$ cat config.mk
export PLATFORM = sky130hd
export DESIGN_NAME = pipeline_hazard_unit
export DESIGN_NICKNAME = d
export VERILOG_FILES = /design/src/rtl/pipeline_hazard_unit.sv
export SDC_FILE = /design/constraint.sdc
export NUM_CORES = 1
export LEC_CHECK = 0
export ABC_AREA = 1
export CORE_MARGIN = 2
export CORE_UTILIZATION = 49
export DETAILED_ROUTE_END_ITERATION = 8
export PLACE_DENSITY = 0.9
export SLEW_MARGIN = 5
export SYNTH_ARGS = -nofsm -noshare
export SYNTH_HDL_FRONTEND = slang
export SYNTH_SLANG_ARGS = --single-unit
export TNS_END_PERCENT = 30
$ cat constraint.sdc
create_clock -name clk -period 1.8 [get_ports clk]
set_clock_uncertainty 0.15 [all_clocks]
set_input_delay 0.18 -clock clk [delete_from_list [all_inputs] [get_ports clk]]
set_output_delay 0.18 -clock clk [all_outputs]
set_load 0.02 [all_outputs]
$ cat src/rtl/pipeline_hazard_unit.sv
// Hazard detection and flush control for the 5-stage MIPS pipeline.
// Tracks in-flight destinations in a shift-register scoreboard behind ID.
module pipeline_hazard_unit #(
    parameter int REG_ADDR_W     = 5,
    parameter int DEPTH          = 3,
    parameter int FORWARDING     = 1,
    parameter int REDIRECT_STAGE = 1,
    parameter int CNT_W          = 16
) (
    input  logic                        clk,
    input  logic                        reset,
    input  logic                        id_valid,
    input  logic [REG_ADDR_W-1:0]       id_rs,
    input  logic [REG_ADDR_W-1:0]       id_rt,
    input  logic                        id_uses_rs,
    input  logic                        id_uses_rt,
    input  logic [REG_ADDR_W-1:0]       id_dst,
    input  logic                        id_reg_write,
    input  logic                        id_mem_read,
    input  logic                        redirect,
    output logic                        stall_if_id,
    output logic                        bubble_id_ex,
    output logic [REDIRECT_STAGE+1:0]   flush_vec,
    output logic [CNT_W-1:0]            stall_cycles,
    output logic [CNT_W-1:0]            redirect_count
);

    logic [DEPTH-1:0]      sb_valid;
    logic [DEPTH-1:0]      sb_wr;
    logic [DEPTH-1:0]      sb_ld;
    logic [REG_ADDR_W-1:0] sb_dst [DEPTH];

    logic [DEPTH-1:0] match;
    logic             rs_live;
    logic             rt_live;
    logic             raw;
    logic             hazard;

    assign rs_live = id_uses_rs && (id_rs != '0);
    assign rt_live = id_uses_rt && (id_rt != '0);

    always_comb begin
        match = '0;
        for (int k = 0; k < DEPTH; k++) begin
            match[k] = sb_valid[k] && sb_wr[k] &&
                       ((rs_live && (id_rs == sb_dst[k])) ||
                        (rt_live && (id_rt == sb_dst[k])));
        end
    end

    // With forwarding only a load one stage ahead cannot be bypassed.
    always_comb begin
        if (FORWARDING != 0) begin
            raw = match[0] && sb_ld[0];
        end else begin
            raw = |match;
        end
    end

    assign hazard       = id_valid && raw && !redirect;
    assign stall_if_id  = hazard;
    assign bubble_id_ex = hazard;
    assign flush_vec    = {(REDIRECT_STAGE+2){redirect}};

    always_ff @(posedge clk or posedge reset) begin
        if (reset) begin
            sb_valid <= '0;
            sb_wr    <= '0;
            sb_ld    <= '0;
            for (int k = 0; k < DEPTH; k++) begin
                sb_dst[k] <= '0;
            end
        end else begin
            sb_valid[0] <= id_valid && !hazard && !redirect;
            sb_wr[0]    <= id_reg_write && (id_dst != '0);
            sb_ld[0]    <= id_mem_read;
            sb_dst[0]   <= id_dst;
            for (int k = 1; k < DEPTH; k++) begin
                // Entries younger than the redirecting instruction are squashed.
                sb_valid[k] <= sb_valid[k-1] &&
                               !(redirect && ((k - 1) < REDIRECT_STAGE));
                sb_wr[k]    <= sb_wr[k-1];
                sb_ld[k]    <= sb_ld[k-1];
                sb_dst[k]   <= sb_dst[k-1];
            end
        end
    end

    always_ff @(posedge clk or posedge reset) begin
        if (reset) begin
            stall_cycles   <= '0;
            redirect_count <= '0;
        end else begin
            if (stall_if_id && (stall_cycles != '1)) begin
                stall_cycles <= stall_cycles + 1'b1;
            end
            if (redirect && (redirect_count != '1)) begin
                redirect_count <= redirect_count + 1'b1;
            end
        end
    end

endmodule

## Word level (Yosys, flattened, before mapping)

Cells that the tools add are included.

| operators by class | value |
|---|---|
| $add $sub $neg | 2 |
| equal/unequal tests | 4 |
| reductions and logical operators | 20 |

Operator list:

| cell | number |
|---|---|
| $add 16x1->16 const B | 2 |
| $ne 16x16->1 const B | 2 |
| $reduce_bool 5->1 | 3 |
| $logic_and 1x1->1 | 14 |
| $eq 5x5->1 | 2 |
| $logic_not 1->1 | 2 |
| $logic_or 1x1->1 | 1 |

| word-level totals | value |
|---|---|
| register bits after elaboration | 40 |
| bits of input ports | 23 |
| output and inout bits | 37 |
| logic and storage cells | 32 |

## Longest topological paths before layout

Gate-level depths: netlist (run 1).

| depth | value |
|---|---|
| depth in word-level cells | 11 |
| mapped depth | 11 |
| depth with buffers taken out | 10 |

## Least setup slack after synthesis (run 1)

OpenSTA, ideal clock, no wires.

| timing | value |
|---|---|
| path kind | flip-flop to output port |
| from | reg sb_dst[11] (netlist name) |
| to | out stall_if_id |
| arrival time | 1.634 ns |
| setup slack | -0.164 ns |
| cell stages (with the launch flop) | 9 |
| cell sequence | dfrtp_1 > inv_1 > nand2_1 > nand2_1 > nand2_1 > nor2_1 > nand3_1 > a21boi_0 > buf_4 |

| between the ends | value |
|---|---|
| longest elaborated chain between the ends | 7 |
| elaborated cells on any way between the ends | 9 |
| classes of those cells | eq/ne: 2; reduce/logical: 7 |

Ends and longest elaborated chain:

| what | line | source |
|---|---|---|
| start: declaration | 31 | `logic [REG_ADDR_W-1:0] sb_dst [DEPTH];` |
| start signal: indexed assignment | 84 | `sb_dst[k] <= sb_dst[k-1];` |
| $eq 5x5->1, on equally long branches | 46, 47 |  |
| $logic_and 1x1->1, on equally long branches | 46, 47 |  |
| $logic_or 1x1->1 (*) | 46 | `((rs_live && (id_rs == sb_dst[k])) \|\|` |
| $logic_and 1x1->1 (*) | 45 | `match[k] = sb_valid[k] && sb_wr[k] &&` |
| $logic_and 1x1->1 (*) | 54 | `raw = match[0] && sb_ld[0];` |
| $logic_and 1x1->1 (*) (2 in a row) | 60 | `assign hazard = id_valid && raw && !redirect;` |
| end: declaration | 21 | `output logic stall_if_id,` |

Every way passes the cells marked *; elsewhere a longest branch is shown, timed or not.

## Worst setup path after layout (run 1)

| timing | value |
|---|---|
| from | reg sb_dst[12] (netlist name) |
| to | out bubble_id_ex |

| between the ends | value |
|---|---|
| longest elaborated chain between the ends | 7 |
| elaborated cells on any way between the ends | 9 |
| classes of those cells | eq/ne: 2; reduce/logical: 7 |

Ends and longest elaborated chain:

| what | line | source |
|---|---|---|
| $eq 5x5->1, on equally long branches | 46, 47 |  |
| $logic_and 1x1->1, on equally long branches | 46, 47 |  |
| $logic_or 1x1->1 (*) | 46 |  |
| $logic_and 1x1->1 (*) | 45 |  |
| $logic_and 1x1->1 (*) | 54 |  |
| $logic_and 1x1->1 (*) (2 in a row) | 60 |  |
| end: declaration | 22 | `output logic bubble_id_ex,` |

Marked as above.

==> flow_results.xml, run 1 <==
<?xml version="1.0" encoding="UTF-8"?>
<metrics>
  <group name="outcome">
    <metric name="outcome" unit="">finished with violations</metric>
    <metric name="failed_checks" unit="">setup timing</metric>
  </group>
  <group name="clock_network">
    <metric name="tritoncts_buffer_count" unit="">5</metric>
    <metric name="clkLatencyLatePin" unit="ns">0.29</metric>
    <metric name="clockBufferDepth" unit="">2</metric>
    <metric name="clkSinkCount" unit="">40</metric>
    <metric name="h-tree-depth" unit="">2</metric>
    <metric name="tritoncts" unit="">yes</metric>
    <metric name="clk_transition_reported_paths" unit="ns">0.08</metric>
    <metric name="cts_root_buffer" unit="">sky130_fd_sc_hd__clkbuf_8</metric>
    <metric name="postCtsHoldBufs" unit="">0</metric>
  </group>
  <group name="detailed_routing">
    <metric name="drtIter0Drc" unit="">131</metric>
    <metric name="total_via_count_after_detailed_routing" unit="">2384</metric>
    <metric name="antenna_left" unit="">0</metric>
    <metric name="drc_viols" unit="">0</metric>
    <metric name="via_per_inst" unit="">5.22</metric>
    <metric name="routedWlPerCell" unit="um">12.9</metric>
    <metric name="drt_pre_antenna_iters" unit="">4</metric>
    <metric name="detail_route.wirelength" unit="um">5900</metric>
  </group>
  <group name="synthesis">
    <metric name="ys_seq_area_frac" unit="">0.423</metric>
    <metric name="ys_warn_count" unit="">0</metric>
    <metric name="syn_nets" unit="">344</metric>
    <metric name="netlist_area" unit="um2">2370</metric>
    <metric name="synth-edff-count" unit="">0</metric>
    <metric name="yosys_register_bits" unit="">40</metric>
    <metric name="yosys_most_used_dff" unit="">sky130_fd_sc_hd__dfrtp_1</metric>
    <metric name="ys_types" unit="">26</metric>
    <metric name="synth_area_per_cell" unit="um2">7.42</metric>
    <metric name="post-synth-top-area-fraction" unit="">0.423</metric>
    <metric name="synth_area_leader_cell" unit="">sky130_fd_sc_hd__dfrtp_1</metric>
    <metric name="share_of_async_settable_or_async_resettable_flops_after_synthesis" unit="">1.00</metric>
    <metric name="post_synth_inst_count" unit="">319</metric>
    <metric name="synth.top_cells.by_area" unit="">sky130_fd_sc_hd__dfrtp_1 (42%), sky130_fd_sc_hd__nand2_1 (18%), sky130_fd_sc_hd__nand4_1 (5.8%)</metric>
  </group>
  <group name="placed_design">
    <metric name="hpwlAfterDp" unit="um">4340</metric>
    <metric name="io_buffers" unit="">59</metric>
    <metric name="gp_routability_congestion" unit="">0.865</metric>
    <metric name="place_worst_setup_slack" unit="ns">-0.575</metric>
    <metric name="dp_cells" unit="">448</metric>
  </group>
  <group name="sta">
    <metric name="postLayoutSetupSlackWorst" unit="ns">-0.0784</metric>
    <metric name="worst_slew_margin_rel" unit="">0.794</metric>
    <metric name="setup-violations-final" unit="">2</metric>
    <metric name="max_clock_freq" unit="MHz">532</metric>
    <metric name="unrepaired_setup_endpoints_after_global_routing" unit="">true</metric>
    <metric name="period_share" unit="">1.04</metric>
    <metric name="worst_pin_slew" unit="ns">0.307</metric>
    <metric name="slew_viol_final" unit="">0</metric>
    <metric name="fin_crit" unit="ns">1.88</metric>
    <metric name="count_of_final_hold_check_violations" unit="">0</metric>
  </group>
  <group name="layout">
    <metric name="layout.nets" unit="">427</metric>
    <metric name="layout-drive-gt1-share" unit="">0.144</metric>
    <metric name="post_layout_nonfiller_instances" unit="">457</metric>
    <metric name="antenna-diode-count" unit="">0</metric>
    <metric name="syn_to_final_growth" unit="%">40.2</metric>
  </group>
  <group name="floorplanning">
    <metric name="design.die.area" unit="um2">5400</metric>
    <metric name="initial_utilization" unit="">0.505</metric>
    <metric name="dieHeight" unit="um">73.5</metric>
    <metric name="core.rowCount" unit="">25</metric>
    <metric name="die_x" unit="um">73.5</metric>
    <metric name="io_pins" unit="">60</metric>
    <metric name="core_ar" unit="um2">4690</metric>
  </group>
  <group name="power">
    <metric name="power_switching_share" unit="">0.305</metric>
    <metric name="leakagePower" unit="nW">1.63</metric>
    <metric name="p_sw" unit="W">0.000712</metric>
    <metric name="power.sequential.fraction" unit="">0.446</metric>
    <metric name="p_int" unit="W">0.00163</metric>
    <metric name="power.share.combinational" unit="">0.285</metric>
    <metric name="irDropWorstVdd" unit="uV">812</metric>
    <metric name="power.clock.fraction" unit="">0.269</metric>
    <metric name="power.density_cell_area" unit="nW/um2">705</metric>
  </group>
  <group name="flow_run">
    <metric name="drv_cap" unit="">0</metric>
  </group>
  <group name="worst_setup_path">
    <metric name="worst-path-max-fanout" unit="">3</metric>
    <metric name="criticalPathCategory" unit="">reg -&gt; out</metric>
    <metric name="critPathArrivalTime" unit="ns">1.55</metric>
    <metric name="critPathCaptureType" unit="">output pin</metric>
    <metric name="start_kind" unit="">register</metric>
    <metric name="worst_ep_required_time" unit="ns">1.47</metric>
  </group>
  <group name="global_routing">
    <metric name="pin_count_of_the_biggest_net_entering_global_routing" unit="">41</metric>
    <metric name="gr-usage-all-layers" unit="">0.227</metric>
    <metric name="vias_in_the_first_global_route" unit="">2325</metric>
    <metric name="grt_overflow_total" unit="">0</metric>
    <metric name="antenna_found_initial" unit="">0</metric>
    <metric name="grt_pass1_wl" unit="um">9600</metric>
  </group>
  <group name="hold_path">
    <metric name="holdCritPathClass" unit="">in -&gt; async</metric>
  </group>
</metrics>
## registers in the layout (all words and copies together), names as in the netlist
name            cells
redirect_count     16
stall_cycles       16
sb_dst              5
sb_ld               1
sb_valid            1
sb_wr               1
## final timing paths
check | from | to | slack [ns] | cells after the start
worst max-delay path | sb_dst[12]$_DFF_PP0_ | bubble_id_ex | -0.08 | 8
worst min register to register | stall_cycles[1]$_DFFE_PP0P_ | stall_cycles[1]$_DFFE_PP0P_ | 0.38 | 2
worst max register to register | sb_dst[12]$_DFF_PP0_ | stall_cycles[0]$_DFFE_PP0P_ | 0.10 | 10
min in group clk | id_mem_read | sb_ld[0]$_DFF_PP0_ | 0.17 | 1
max in group asynchronous | reset | stall_cycles[0]$_DFFE_PP0P_ | 1.17 | 3
worst min-delay path | reset | sb_ld[0]$_DFF_PP0_ | 0.10 | 3
## cell type report
cell class / instances / area, um2
tap: 54 / 67.6
sequential: 40 / 1010
timing repair buffer: 85 / 831
inverter: 35 / 131
multi-input combinational: 235 / 1190
fill: 359 / 1370
clock inverter: 2 / 10.0
clock buffer: 6 / 82.6
## power by group through the flow
| stage | Combinational [W] | Clock [W] | Sequential, W |
|---|---|---|---|
| floorplan | 0.000179 | 0 | 0.00117 |
| global placement | 0.000641 | 0 | 0.00105 |
| detailed placement | 0.000659 | 0 | 0.00105 |
| CTS | 0.000663 | 0.000635 | 0.00104 |
| global route | 0.000717 | 0.000669 | 0.00106 |
| finish | 0.000666 | 0.000629 | 0.00104 |
## per-stage QoR
step           area [um2]  hold slack, ns  utilization  TNS (ns)  total power [W]
4_1_cts              3280           0.116        0.700    -0.129          0.00234
3_5_place_dp         3190           0.357        0.680     -4.27          0.00171
6_report             3320           0.104        0.707    -0.153          0.00234
5_1_grt              3320           0.151        0.707    -0.339          0.00244
3_3_place_gp         3190           0.347        0.680     -2.22          0.00169
2_1_floorplan        2370          0.0614            -         0          0.00134
## worst max-delay path: stages (launching register included)
cell and delay [ns]:
sky130_fd_sc_hd__dfrtp_1 0.36, sky130_fd_sc_hd__inv_1 0.07, sky130_fd_sc_hd__nand2_1 0.06, sky130_fd_sc_hd__o21ai_0 0.09, sky130_fd_sc_hd__nor2_1 0.13, sky130_fd_sc_hd__nand3_1 0.11
sky130_fd_sc_hd__a21boi_1 0.17, sky130_fd_sc_hd__buf_4 0.16, sky130_fd_sc_hd__buf_6 0.12
## layout by cell type, fill, tap and decap left out, drive strengths merged
cell type	instances
a21boi	2
buf	28
clkbuf	6
clkdlybuf4s50	55
clkinv	2
dfrtp	40
dlygate4sd2	1
dlymetal6s2s	1
ha	2
inv	35
nand2	115
nand3	20
nand3b	1
nand4	22
nor2	37
nor3	3
nor4	1
o21ai	7
or2	1
or4	1
xnor2	9
xor2	14
## layer usage
| layer | vias up | part of all wire | global-route usage | routed length [um] |
|---|---|---|---|---|
| li1 | 1181 | - | - | - |
| met1 | 1116 | 0.42 | 0.261 | 2460 |
| met2 | 72 | 0.52 | 0.412 | 3040 |
| met3 | 15 | 0.048 | 0.0357 | 281 |
| met4 | 0 | 0.021 | 0.103 | 125 |
| met5 | - | 0 | 0 | 0 |
## cells by family (layout without fill, tap and decap cells)
logic type | after synthesis | in the layout | share of synthesized area
compound gates | 9 | 9 | 0.0211
xor+xnor | 23 | 23 | 0.0851
fa+ha+maj | 2 | 2 | 0.0106
buf+inv | 44 | 128 | 0.0819
flops | 40 | 40 | 0.423
simple gates | 201 | 201 | 0.378
## repair_timing
item                                    4_1_cts  5_1_grt
setup buffers                                 0        1
gates resized for setup                      14       11
endpoints found under the setup margin        2       24
pin swaps                                     3        4
## cell usage after synthesis, types with 3 or more instances
cell	count
sky130_fd_sc_hd__nand2_1	114
sky130_fd_sc_hd__dfrtp_1	40
sky130_fd_sc_hd__inv_1	34
sky130_fd_sc_hd__nor2_1	31
sky130_fd_sc_hd__nand4_1	22
sky130_fd_sc_hd__nand3_1	17
sky130_fd_sc_hd__xor2_1	14
sky130_fd_sc_hd__xnor2_1	9
sky130_fd_sc_hd__o21ai_0	7
sky130_fd_sc_hd__buf_4	5
sky130_fd_sc_hd__nor2_2	5
sky130_fd_sc_hd__nor3_1	3
Note: power is estimated with default switching activity, not from simulation.
==> inputs of run 2 (changes only) <==
==> constraint.sdc (replaced) <==
create_clock -name clk -period 1.8 [get_ports clk]
set_clock_uncertainty 0.15 [all_clocks]
set_input_delay 0.27 -clock clk [delete_from_list [all_inputs] [get_ports clk]]
set_output_delay 0.27 -clock clk [all_outputs]
set_load 0.02 [all_outputs]
==> flow_results.xml, run 2 (synthesis results as in run 1) <==
<?xml version="1.0" encoding="UTF-8"?>
<metrics>
  <group name="global_routing">
    <metric name="groute.layer.met1.usage" unit="">0.271</metric>
    <metric name="grt_overflow_total" unit="">0</metric>
    <metric name="pin_count_of_the_biggest_net_entering_global_routing" unit="">25</metric>
    <metric name="antenna_found_initial" unit="">0</metric>
    <metric name="vias_in_the_first_global_route" unit="">2294</metric>
    <metric name="grt_use_met3" unit="">0.0535</metric>
    <metric name="gr-usage-all-layers" unit="">0.228</metric>
    <metric name="grt_pass1_wl" unit="um">9670</metric>
    <metric name="globalRoute.busiestLayer" unit="">met2</metric>
    <metric name="global_route.usage.met2" unit="">0.391</metric>
  </group>
  <group name="detailed_routing">
    <metric name="via_per_inst" unit="">5.27</metric>
    <metric name="drc_viols" unit="">0</metric>
    <metric name="detail_route.wirelength" unit="um">5970</metric>
    <metric name="routedWlPerCell" unit="um">13.0</metric>
    <metric name="drtIter0Drc" unit="">164</metric>
    <metric name="drt_pre_antenna_iters" unit="">4</metric>
    <metric name="antenna_left" unit="">0</metric>
    <metric name="total_via_count_after_detailed_routing" unit="">2423</metric>
  </group>
  <group name="placed_design">
    <metric name="placed_cell_area" unit="um2">3210</metric>
    <metric name="io_buffers" unit="">59</metric>
    <metric name="hpwlAfterDp" unit="um">4390</metric>
    <metric name="gp_routability_congestion" unit="">0.965</metric>
    <metric name="dp_cells" unit="">450</metric>
  </group>
  <group name="floorplanning">
    <metric name="core_ar" unit="um2">4690</metric>
    <metric name="dieHeight" unit="um">73.5</metric>
    <metric name="design.die.area" unit="um2">5400</metric>
    <metric name="die_x" unit="um">73.5</metric>
    <metric name="initial_utilization" unit="">0.505</metric>
    <metric name="core.rowCount" unit="">25</metric>
    <metric name="io_pins" unit="">60</metric>
  </group>
  <group name="sta">
    <metric name="worst_pin_slew" unit="ns">0.443</metric>
    <metric name="count_of_final_hold_check_violations" unit="">0</metric>
    <metric name="period_share" unit="">1.10</metric>
    <metric name="fin_crit" unit="ns">1.98</metric>
    <metric name="worst_slew_margin_rel" unit="">0.704</metric>
    <metric name="max_clock_freq" unit="MHz">504</metric>
    <metric name="postLayoutSetupSlackWorst" unit="ns">-0.183</metric>
    <metric name="unrepaired_setup_endpoints_after_global_routing" unit="">true</metric>
    <metric name="slew_viol_final" unit="">0</metric>
    <metric name="setup_tns" unit="ns">-0.338</metric>
    <metric name="setup-violations-final" unit="">2</metric>
  </group>
  <group name="clock_network">
    <metric name="tritoncts_buffer_count" unit="">5</metric>
    <metric name="h-tree-depth" unit="">2</metric>
    <metric name="clkLatencyLatePin" unit="ns">0.30</metric>
    <metric name="cts_root_buffer" unit="">sky130_fd_sc_hd__clkbuf_8</metric>
    <metric name="tritoncts" unit="">yes</metric>
    <metric name="clkSinkCount" unit="">40</metric>
    <metric name="postCtsHoldBufs" unit="">0</metric>
    <metric name="clockBufferDepth" unit="">2</metric>
    <metric name="clk_transition_reported_paths" unit="ns">0.09</metric>
  </group>
  <group name="layout">
    <metric name="layout.nets" unit="">430</metric>
    <metric name="antenna-diode-count" unit="">0</metric>
    <metric name="layout_commonest_cell" unit="">sky130_fd_sc_hd__nand2_1</metric>
    <metric name="finish.instance_area" unit="um2">3390</metric>
    <metric name="multiInputGateArea" unit="um2">1230</metric>
    <metric name="syn_to_final_growth" unit="%">43.1</metric>
    <metric name="top_regs" unit="">redirect_count (16), stall_cycles (16), sb_dst (5)</metric>
    <metric name="fillerInstances" unit="">356</metric>
    <metric name="most_frequent_cells_in_the_layout" unit="">sky130_fd_sc_hd__nand2_1 (113), sky130_fd_sc_hd__dfrtp_1 (35), sky130_fd_sc_hd__inv_1 (32)</metric>
    <metric name="layout-drive-gt1-share" unit="">0.155</metric>
    <metric name="final-seq-area" unit="um2">1010</metric>
    <metric name="post_layout_nonfiller_instances" unit="">460</metric>
  </group>
  <group name="power">
    <metric name="irDropWorstVdd" unit="uV">708</metric>
    <metric name="leakagePower" unit="nW">1.90</metric>
    <metric name="power.density_cell_area" unit="nW/um2">702</metric>
  </group>
  <group name="worst_setup_path">
    <metric name="worst_path_max_delay_cell" unit="">sky130_fd_sc_hd__clkdlybuf4s50_1</metric>
    <metric name="path_cells" unit="">clkdlybuf4s50_1 -&gt; inv_2 -&gt; nand2_2 -&gt; nand2_1 -&gt; nand2_1 -&gt; nor2_2 -&gt; nand3_2 -&gt; a21boi_2 -&gt; buf_4</metric>
    <metric name="reg2regPathDepth" unit="">8</metric>
    <metric name="start_kind" unit="">input pin</metric>
    <metric name="worst-path-max-fanout" unit="">3</metric>
    <metric name="path_common_cell" unit="">sky130_fd_sc_hd__nand2_1</metric>
    <metric name="critPathArrivalTime" unit="ns">1.56</metric>
    <metric name="worst_ep_required_time" unit="ns">1.38</metric>
    <metric name="critPathMaxStageDelay" unit="ns">0.44</metric>
    <metric name="critical_path.reg2reg.startpoint" unit="">redirect_count[0]$_DFFE_PP0P_</metric>
    <metric name="r2r_end" unit="">redirect_count[2]$_DFFE_PP0P_</metric>
    <metric name="criticalPathCategory" unit="">in -&gt; out</metric>
    <metric name="worst-r2r-setup-slack" unit="ns">0.10</metric>
    <metric name="critPathCaptureType" unit="">output pin</metric>
  </group>
  <group name="flow_run">
    <metric name="drv_cap" unit="">0</metric>
  </group>
  <group name="hold_path">
    <metric name="holdCritPathClass" unit="">in -&gt; async</metric>
  </group>
  <group name="outcome">
    <metric name="outcome" unit="">finished with violations</metric>
    <metric name="failed_checks" unit="">setup timing</metric>
  </group>
</metrics>
[run 2: how the worst max path moves through the flow]
stage | startpoint | to | slack [ns] | depth (start not counted)
floorplan | redirect_count[0]$_DFFE_PP0P_ | redirect_count[3]$_DFFE_PP0P_ | 0.007 | 8
global placement | id_uses_rs | stall_if_id | -0.61 | 7
detailed placement | id_uses_rs | stall_if_id | -0.61 | 7
CTS | sb_dst[11]$_DFF_PP0_ | stall_if_id | -0.13 | 8
global route | sb_dst[11]$_DFF_PP0_ | bubble_id_ex | -0.25 | 8
finish | id_rs[1] | bubble_id_ex | -0.18 | 9
[run 2: area by class of cell]
class,instances,area share
multi-input combinational,236,0.363
sequential,40,0.297
timing repair buffer,87,0.249
inverter,35,0.0388
clock buffer,6,0.0214
tap,54,0.0199
clock inverter,2,0.0103
[run 2: stage by stage]
stage	power, W	util	worst slack, ns	hold slack [ns]
2_1_floorplan	0.00134	-	0.00706	0.151
3_3_place_gp	0.00168	0.684	-0.608	0.347
3_5_place_dp	0.00171	0.684	-0.609	0.358
4_1_cts	0.00239	0.702	-0.134	0.134
5_1_grt	0.00248	0.722	-0.252	0.152
6_report	0.00238	0.722	-0.183	0.116
[run 2: timing repair]
action | 4_1_cts | 5_1_grt
pin swaps | 4 | 7
endpoints found under the setup margin | 20 | 38
cloned | 0 | 1
setup buffers | 1 | 0
resized for setup | 33 | 29
[run 2: where the power goes]
group | internal [W] | switching (W) | total (W)
Combinational | 0.000284 | 0.000316 | 0.000600
Sequential | 0.000979 | 0.0000743 | 0.00105
Clock | 0.000412 | 0.000315 | 0.000726
Total | 0.00167 | 0.000705 | 0.00238
[run 2: routing by layer]
layer,wire [um],vias up
met4,66,0
li1,-,1185
met3,367,6
met2,3060,92
met5,0,-
met1,2470,1140
[run 2: critical path: cells and delay by family]
kind	cells	cell delay, ns
buf+inv	3	0.68
compound gates	1	0.21
simple gates	5	0.39
==> inputs of run 3 (changes only) <==
--- a/config.mk
+++ b/config.mk
@@ -10,7 +10,7 @@
 export CORE_UTILIZATION = 49
 export DETAILED_ROUTE_END_ITERATION = 8
 export PLACE_DENSITY = 0.9
-export SLEW_MARGIN = 5
+export SLEW_MARGIN = 0
 export SYNTH_ARGS = -nofsm -noshare
 export SYNTH_HDL_FRONTEND = slang
 export SYNTH_SLANG_ARGS = --single-unit
==> results of run 3 <==
Same layout as run 2: the final DEF is identical, and so are final timing and power.
